===== config.mk =====
export PLATFORM = sky130hd
export DESIGN_NAME = blinkseq
export DESIGN_NICKNAME = d
export VERILOG_FILES = /design/src/rtl/blinkseq.sv
export SDC_FILE = /design/constraint.sdc
export NUM_CORES = 1
export LEC_CHECK = 0
export CAP_MARGIN = 0
export CORE_ASPECT_RATIO = 0.7
export CORE_MARGIN = 2
export CORE_UTILIZATION = 40
export DETAILED_ROUTE_END_ITERATION = 8
export HOLD_SLACK_MARGIN = 0.12
export PLACE_DENSITY_LB_ADDON = 0.15
export SLEW_MARGIN = 20
export SYNTH_ARGS = -nofsm -noshare
export SYNTH_HDL_FRONTEND = slang
export SYNTH_SLANG_ARGS = --single-unit

===== constraint.sdc =====
create_clock -name CLK -period 2.1 [get_ports CLK]
set_input_delay 0.63 -clock CLK [delete_from_list [all_inputs] [get_ports CLK]]
set_output_delay 0.63 -clock CLK [all_outputs]
set_load 0.02 [all_outputs]

===== src/rtl/blinkseq.sv =====
// blinkseq: LED pattern sequencer with three debounced buttons
// (faster / slower / run-pause toggle) and a power-of-two step-rate prescaler.
// Optional build macro: BLINKSEQ_PINGPONG_EN selects bounce-back sequencing
// (0,1,..,N-1,N-2,..,1,0,1,..) instead of wrap-around sequencing.
module blinkseq #(
  parameter int NLED   = 3,
  parameter int NSTEP  = 5,
  parameter int NSPEED = 4,
  parameter int PW     = 27,
  parameter int DBW    = 20,
  parameter logic [NSTEP*NLED-1:0] PATTERN =
    {3'b000, 3'b111, 3'b001, 3'b010, 3'b100}
) (
  input  logic                                             CLK,
  input  logic                                             RST,
  input  logic [2:0]                                       BTN,
  output logic [NLED-1:0]                                  LED,
  output logic [((NSPEED > 1) ? $clog2(NSPEED) : 1)-1:0]   SPEED,
  output logic                                             RUN
);

  localparam int SW  = (NSPEED > 1) ? $clog2(NSPEED) : 1;
  localparam int STW = $clog2(NSTEP);

  localparam logic [SW-1:0]  SPEED_MAX = SW'(NSPEED - 1);
  localparam logic [STW-1:0] STEP_LAST = STW'(NSTEP - 1);

  // Button bit positions
  localparam int BTN_FASTER = 0;
  localparam int BTN_SLOWER = 1;
  localparam int BTN_TOGGLE = 2;

  typedef enum logic {
    ST_RUN   = 1'b0,
    ST_PAUSE = 1'b1
  } run_state_t;

`ifdef BLINKSEQ_PINGPONG_EN
  typedef enum logic {
    DIR_UP   = 1'b0,
    DIR_DOWN = 1'b1
  } dir_t;
`endif

  // ---------------------------------------------------------------------------
  // Button conditioning: 2-FF synchroniser, slow sample strobe, rising-edge
  // pulse. A button only becomes "armed" once it has been sampled released, so
  // a button held through reset release cannot fire until it is let go and
  // pressed again. Assumes DBW >= 2 so the first strobe after reset sees
  // synchronised button levels rather than the synchroniser reset value.
  // ---------------------------------------------------------------------------
  logic [2:0]     sync1_reg;
  logic [2:0]     sync2_reg;
  logic [DBW-1:0] dbcnt_reg;
  logic           strobe;
  logic [2:0]     samp_reg;
  logic [2:0]     samp_next;
  logic [2:0]     arm_reg;
  logic [2:0]     arm_next;
  logic [2:0]     pulse_reg;
  logic [2:0]     pulse_next;

  assign strobe = &dbcnt_reg;

  genvar gi;
  generate
    for (gi = 0; gi < 3; gi++) begin : g_btn
      // Per-button sample/arm/pulse next-state, evaluated only on the strobe
      assign samp_next[gi]  = strobe ? sync2_reg[gi] : samp_reg[gi];
      assign arm_next[gi]   = arm_reg[gi] | (strobe & ~sync2_reg[gi]);
      assign pulse_next[gi] = strobe & sync2_reg[gi] & ~samp_reg[gi] & arm_reg[gi];
    end
  endgenerate

  // Synchroniser, sample-period counter and debounce state registers
  always_ff @(posedge CLK or negedge RST) begin
    if (!RST) begin
      sync1_reg <= '0;
      sync2_reg <= '0;
      dbcnt_reg <= '0;
      samp_reg  <= '0;
      arm_reg   <= '0;
      pulse_reg <= '0;
    end else begin
      sync1_reg <= BTN;
      sync2_reg <= sync1_reg;
      dbcnt_reg <= dbcnt_reg + 1'b1;
      samp_reg  <= samp_next;
      arm_reg   <= arm_next;
      pulse_reg <= pulse_next;
    end
  end

  logic faster_pulse;
  logic slower_pulse;
  logic toggle_pulse;

  assign faster_pulse = pulse_reg[BTN_FASTER];
  assign slower_pulse = pulse_reg[BTN_SLOWER];
  assign toggle_pulse = pulse_reg[BTN_TOGGLE];

  // ---------------------------------------------------------------------------
  // Sequencer core
  // ---------------------------------------------------------------------------
  logic [PW-1:0]   pre_reg;
  logic [PW-1:0]   pre_next;
  logic [PW-1:0]   tick_mask;
  logic            tick;
  logic [SW-1:0]   speed_reg;
  logic [SW-1:0]   speed_next;
  logic [STW-1:0]  step_reg;
  logic [STW-1:0]  step_next;
  logic [NLED-1:0] led_reg;
  logic [NLED-1:0] led_next;
  run_state_t      run_state_reg;
  run_state_t      run_state_next;
  logic            advance;
`ifdef BLINKSEQ_PINGPONG_EN
  dir_t            dir_reg;
  dir_t            dir_next;
`endif

  // Step tick: the low (PW - SPEED) prescaler bits all ones; each speed level
  // halves the step period. Uses the registered speed, so a change applies
  // from the following cycle and the prescaler is never disturbed.
  always_comb begin
    pre_next  = pre_reg + 1'b1;
    tick_mask = {PW{1'b1}} >> speed_reg;
    tick      = ((pre_reg & tick_mask) == tick_mask);
  end

  // Speed index: saturating up/down; simultaneous opposite requests cancel
  always_comb begin
    speed_next = speed_reg;
    if (faster_pulse && !slower_pulse && (speed_reg != SPEED_MAX)) begin
      speed_next = speed_reg + 1'b1;
    end else if (slower_pulse && !faster_pulse && (speed_reg != '0)) begin
      speed_next = speed_reg - 1'b1;
    end
  end

  // Run/pause FSM: each toggle pulse flips between running and paused
  always_comb begin
    run_state_next = run_state_reg;
    case (run_state_reg)
      ST_RUN:   if (toggle_pulse) run_state_next = ST_PAUSE;
      ST_PAUSE: if (toggle_pulse) run_state_next = ST_RUN;
      default:  run_state_next = ST_RUN;
    endcase
  end

  // Step counter: advances on a tick while running (pre-toggle run state)
  always_comb begin
    step_next = step_reg;
    advance   = tick && (run_state_reg == ST_RUN);
`ifdef BLINKSEQ_PINGPONG_EN
    dir_next  = dir_reg;
    if (advance) begin
      if (dir_reg == DIR_UP) begin
        if (step_reg == STEP_LAST) begin
          step_next = step_reg - 1'b1;
          dir_next  = DIR_DOWN;
        end else begin
          step_next = step_reg + 1'b1;
        end
      end else begin
        if (step_reg == '0) begin
          step_next = STW'(1);
          dir_next  = DIR_UP;
        end else begin
          step_next = step_reg - 1'b1;
        end
      end
    end
`else
    if (advance) begin
      step_next = (step_reg == STEP_LAST) ? '0 : (step_reg + 1'b1);
    end
`endif
  end

  // LED pattern lookup for the current step; registered one cycle behind it
  always_comb begin
    led_next = PATTERN[int'(step_reg) * NLED +: NLED];
  end

  // Sequencer state registers
  always_ff @(posedge CLK or negedge RST) begin
    if (!RST) begin
      pre_reg       <= '0;
      speed_reg     <= '0;
      step_reg      <= '0;
      led_reg       <= PATTERN[NLED-1:0];
      run_state_reg <= ST_RUN;
    end else begin
      pre_reg       <= pre_next;
      speed_reg     <= speed_next;
      step_reg      <= step_next;
      led_reg       <= led_next;
      run_state_reg <= run_state_next;
    end
  end

`ifdef BLINKSEQ_PINGPONG_EN
  // Bounce direction register, starts counting up
  always_ff @(posedge CLK or negedge RST) begin
    if (!RST) begin
      dir_reg <= DIR_UP;
    end else begin
      dir_reg <= dir_next;
    end
  end
`endif

  assign LED   = led_reg;
  assign SPEED = speed_reg;
  assign RUN   = (run_state_reg == ST_RUN);

endmodule


# Word level (Yosys, flattened, before mapping)
# Index checks and enable logic that the tools add are counted.
# W data, S select, Z words.
[word_totals] reg_bits=71 out_inout_bits=6 wordCells=61
[op_classes] n_addsub=5 n_mul=1 eq_ne=3 shift=2 mux=6 bitwise_logic=23 reduce_logical=10
[op_table] operator="$add A27 B1 Y27 const B" n=1
[op_table] operator="$and A27 B27 Y27" n=1
[op_table] operator="$eq A27 B27 Y1" n=1
[op_table] operator="$shr A27 B2 Y27 const A" n=1
[op_table] operator="$add A20 B1 Y20 const B" n=1
[op_table] operator="$reduce_and A20 Y1" n=1
[op_table] operator="$shiftx A15 B6 Y3 const A" n=1
[op_table] operator="$and A1 B1 Y1" n=12
[op_table] operator="$not A1 Y1" n=7
[op_table] operator="$logic_and A1 B1 Y1" n=5
[op_table] operator="$mul A3 B2 Y5 const B" n=1
[op_table] operator="$mux W2" n=2
[op_table] operator="$reduce_bool A2 Y1" n=2
[op_table] operator="$add A3 B1 Y3 const B" n=1
[op_table] operator="$eq A3 B3 Y1 const B" n=1
[op_table] operator="$mux W3" n=1
[op_table] operator="$or A1 B1 Y1" n=3
[op_table] operator="$add A2 B1 Y2 const B" n=1
[op_table] operator="$logic_not A1 Y1" n=2
[op_table] operator="$mux W1" n=2
[op_table] operator="$ne A2 B2 Y1 const B" n=1
[op_table] operator="$pmux W1 S2" n=1
[op_table] operator="$sub A2 B1 Y2 const B" n=1

# Logic depth before layout (Yosys ltp)
[logic_depth] depth_word=5 ltp_mapped=6 depth_no_buf=5

# Worst setup path before layout
# Ideal clock, no wire load.
[synth_timing] kind="register -> register" startpoint="reg pre_reg[0]" endpoint="reg step_reg[0]" arrival_time_ns=1.556 t_required_ns=1.975 path_slack_ns=0.420 path_stages_with_launch=7 synth_period_minus_slack_ns=1.680 cell_sequence="dfrtp_1 ha_1 and4_1 and4bb_1 buf_4 nand3_2 mux2_2"
[synth_via] elab_chain_len=3
[synth_lines] item="start: declaration" line_no="105" rtl="logic [PW-1:0] pre_reg;"
[synth_lines] item="start signal: assignment" line_no="196" rtl="pre_reg <= pre_next;"
[synth_lines] item="$and A27 B27 Y27" line_no="129" rtl="tick = ((pre_reg & tick_mask) == tick_mask);"
[synth_lines] item="$eq A27 B27 Y1" line_no="129"
[synth_lines] item="$logic_and A1 B1 Y1" line_no="155" rtl="advance = tick && (run_state_reg == ST_RUN);"
[synth_lines] item="end signal: assignment" line_no="198" rtl="step_reg <= step_next;"
[synth_lines] item="end: declaration" line_no="111" rtl="logic [STW-1:0] step_reg;"
# Every way passes these cells.
# A chain may end at the register's enable or synchronous reset.

# Worst setup path after layout
[layout_timing] startpoint="reg speed_reg[0] (netlist: SPEED[0])" endpoint="out SPEED[0] in the netlist's numbering"
[layout_rtl] item="start: declaration" line_no="109" rtl="logic [SW-1:0] speed_reg;"
[layout_rtl] item="start signal: assignment" line_no="197" rtl="speed_reg <= speed_next;"
[layout_rtl] item="end: declaration" line_no="18" rtl="output logic [((NSPEED > 1) ? $clog2(NSPEED) : 1)-1:0] SPEED,"
# No word-level cell between the ends.

==> Implementation_results.wiki <==
{| class="wikitable"
! Metric !! Value
|-
| Core Region || 0.00691 mm²
|-
| Largest cells by area after synthesis || dfrtp_1, xnor2_1, nand3_1
|-
| Worst EP arrival || 1.39 ns
|-
| Antenna cells || 0
|-
| Crit path kind || reg2out
|-
| Type of destination of the critical path || output port
|-
| Post-layout minimum cycle time || 2.02 ns
|-
| Cell Count Post-Placement || 342
|-
| TritonCTS clock tree || built
|-
| Post-synthesis sequential area ratio || 61.0%
|-
| Post-synth EDFFs || 0
|-
| Maximum fanout along the worst path || 6
|-
| H-Tree Depth || 3
|-
| Number of buffers added by the clock tree synthesis step || 9
|-
| Master cell of the clock root buffer || clkbuf_8
|-
| GRT Util Overall || 13.5%
|-
| Pin count of the biggest net entering global routing || 29
|-
| Launch point of the worst reg-to-reg path || pre_reg[0]$_DFF_PN0_
|-
| Total congestion overflow || 0
|-
| Pins Over Slew Limit || 0
|-
| Top cell family by delay on the critical path || buffers and inverters
|-
| Die Ht || 75.4 µm
|-
| Number of buffers inserted by port buffering || 10
|-
| Largest buffer count on any clock path || 2
|-
| Tightest Pin Transition || 0.542 ns
|-
| Yosys warning total || 0
|-
| Hold/Removal Path Class || in2async
|-
| Net Count, Synth || 243
|-
| Max Fclk || 0.495 GHz
|-
| Layout Nets || 268
|-
| Clock tree sinks || 71
|-
| Final-report hold violation count || 0
|-
| Clock edge transition at the registers on the reported setup and hold paths || 0.08 ns
|-
| Vias per inst || 4.70
|-
| CP max stage cell || clkdlybuf4s50_1
|-
| Synth top area share || 60.1%
|-
| Delay contributed by the slowest stage of the critical path || 0.63 ns
|-
| Final-layout fill cell count || 618
|-
| Count of maximum capacitance violations || 0
|-
| First-pass GRT wire length || 8180 µm
|-
| Number of distinct library cells after synthesis || 30
|-
| Worst-case register-to-register setup slack || 0.24 ns
|-
| Proportion of register bits with asynchronous set or reset after synthesis || 100%
|-
| Sequential cell area || 0.00178 mm²
|-
| Overall power after layout || 2.50 mW
|-
| Post-synthesis instance area || 0.00291 mm²
|-
| Mean Syn Cell Area || 12.4 µm²
|-
| List of cells traversed by the critical path || clkdlybuf4s50_1
|-
| Gate count after technology mapping || 234
|-
| Area of the multi-input gates || 0.00108 mm²
|-
| CP Launch Type || register
|-
| Most used DFF post-synth || dfrtp_1
|-
| Yosys reg bits || 71
|-
| Result of the run || finished clean
|-
| Setup TNS || 0 ns
|-
| Number of core rows || 25
|-
| Top library cells by usage in the layout, fill and taps aside || dfrtp_1, xnor2_1, nand3_1, nand2_1
|-
| Normalized max-slew margin || 63.9%
|-
| # IOs || 11
|-
| Post-route clock period utilization || 96.1%
|-
| Via count of the routed design || 1,683
|-
| 1st-pass router iterations || 4
|-
| Detailed-route DRC error count || 0
|-
| IR Drop Worst-Case VDD || 0.494 mV
|-
| Max FFs per register || 27
|-
| Final weighted congestion in routability-driven placement || 0.736
|-
| WL final || 4440 µm
|-
| Count of buffer and inverter cells on the critical path || 1
|-
| Post-detailed-placement half-perimeter wirelength || 3090 µm
|-
| Worst reg-to-reg path cell count || 5
|-
| Clock latency at the later pin of the worst-skew pair || 0.34 ns
|-
| Setup-violating endpoint count in the final report || 0
|-
| Power per Cell Area || 741 mW/mm²
|-
| Area growth from synthesis to layout || 15.9%
|-
| Final instance count without filler cells || 358
|-
| Capturing point of the worst reg2reg path || step_reg[0]$_DFFE_PN0P_
|-
| Vias in the first global route || 1,750
|-
| Number of nets with antenna violations after detailed routing || 0
|-
| Initial core utilization || 42.1%
|-
| Die boundary width || 106 µm
|-
| Count of routing violations after the opening detailed-route iteration || 47
|-
| Required time reported for the critical path endpoint || 1.47 ns
|-
| Die Outline Area || 0.00799 mm²
|-
| Worst slack on hold paths || 0.271 ns
|-
| Unrepaired setup endpoints after global routing || no
|-
| Start point of the critical path || SPEED[0]$_DFFE_PN0P_
|-
| Commonest non-fill, non-tap cell in the layout || dfrtp_1
|-
| Antenna violations before repair || 0
|-
| End-of-flow core utilization || 48.9%
|-
| Layout Skew || 0.00685 ns
|-
| CTS hold repair buffers || 0
|-
| Fraction of layout instances using a drive strength above 1 || 13.3%
|-
| Leak || 1.55 nW
|-
| Leading area contributor after synthesis || dfrtp_1
|-
| Post-DR wirelength/cell || 12.4 µm
|}
[power by group]
part / internal [mW] / total (mW) / switching (mW)
Sequential: 1.37 / 1.37 / 0.00290
Combinational: 0.0117 / 0.0395 / 0.0278
Clock: 0.562 / 1.09 / 0.526
Total: 1.95 / 2.50 / 0.557
[layout make-up]
| class | instances | area share [%] |
|---|---|---|
| timing repair buffer | 16 | 4.59 |
| sequential | 71 | 52.6 |
| multi-input combinational | 151 | 32.1 |
| inverter | 10 | 1.11 |
| tap | 94 | 3.48 |
| clock buffer | 9 | 3.67 |
| clock inverter | 7 | 2.37 |
[metal layers]
layer	GRT usage, %	vias to the layer above	wire length [µm]
li1	-	854	-
met1	18.5	802	2440
met2	19.6	20	1790
met3	5.13	7	153
met4	5.26	0	57
met5	0	-	0
[how the worst max path moves through the flow]
stage                                          to  cells past startpoint
after global routing                          RUN                      2
after floorplan           step_reg[0]$_DFFE_PN0P_                      6
after CTS                                  LED[2]                      1
final                                    SPEED[0]                      1
after global placement    step_reg[1]$_DFFE_PN0P_                      5
after detailed placement  step_reg[1]$_DFFE_PN0P_                      5
[timing repair]
action	in CTS	in global routing
setup buffers	0	0
resized for setup	0	1
endpoints found under the setup margin	0	1
[cells by family (layout without fill, tap and decap cells)]
| family | Yosys count | after routing | synth area share, % |
|---|---|---|---|
| compound gates | 14 | 14 | 3.09 |
| xor+xnor | 44 | 44 | 13.2 |
| fa+ha+maj | 4 | 4 | 1.72 |
| buf+inv | 12 | 42 | 1.72 |
| flops | 71 | 71 | 61.0 |
| mux | 5 | 5 | 1.93 |
| simple gates | 84 | 84 | 17.3 |
[Yosys cell counts (3+ instances only)]
cell and n:
xor2_1 10, nor2_1 8, a21oi_1 3, xnor2_1 34, dfrtp_1 70, and3_1 9
inv_1 10, nand3_1 20, o21bai_1 4, nand2_1 15, and4_1 5, nor3_1 4
o21ai_0 4, mux2_2 5, ha_1 4, nand4_1 10
[per-stage QoR]
| step | setup slack [ns] | instance area [µm²] |
|---|---|---|
| global placement | 0.322 | 3170 |
| finish | 0.0809 | 3380 |
| CTS | 0.00709 | 3370 |
| detailed placement | 0.257 | 3170 |
| global route | 0.00105 | 3380 |
| floorplan | 0.420 | 2910 |
Note: power is estimated with default switching activity, not from simulation.
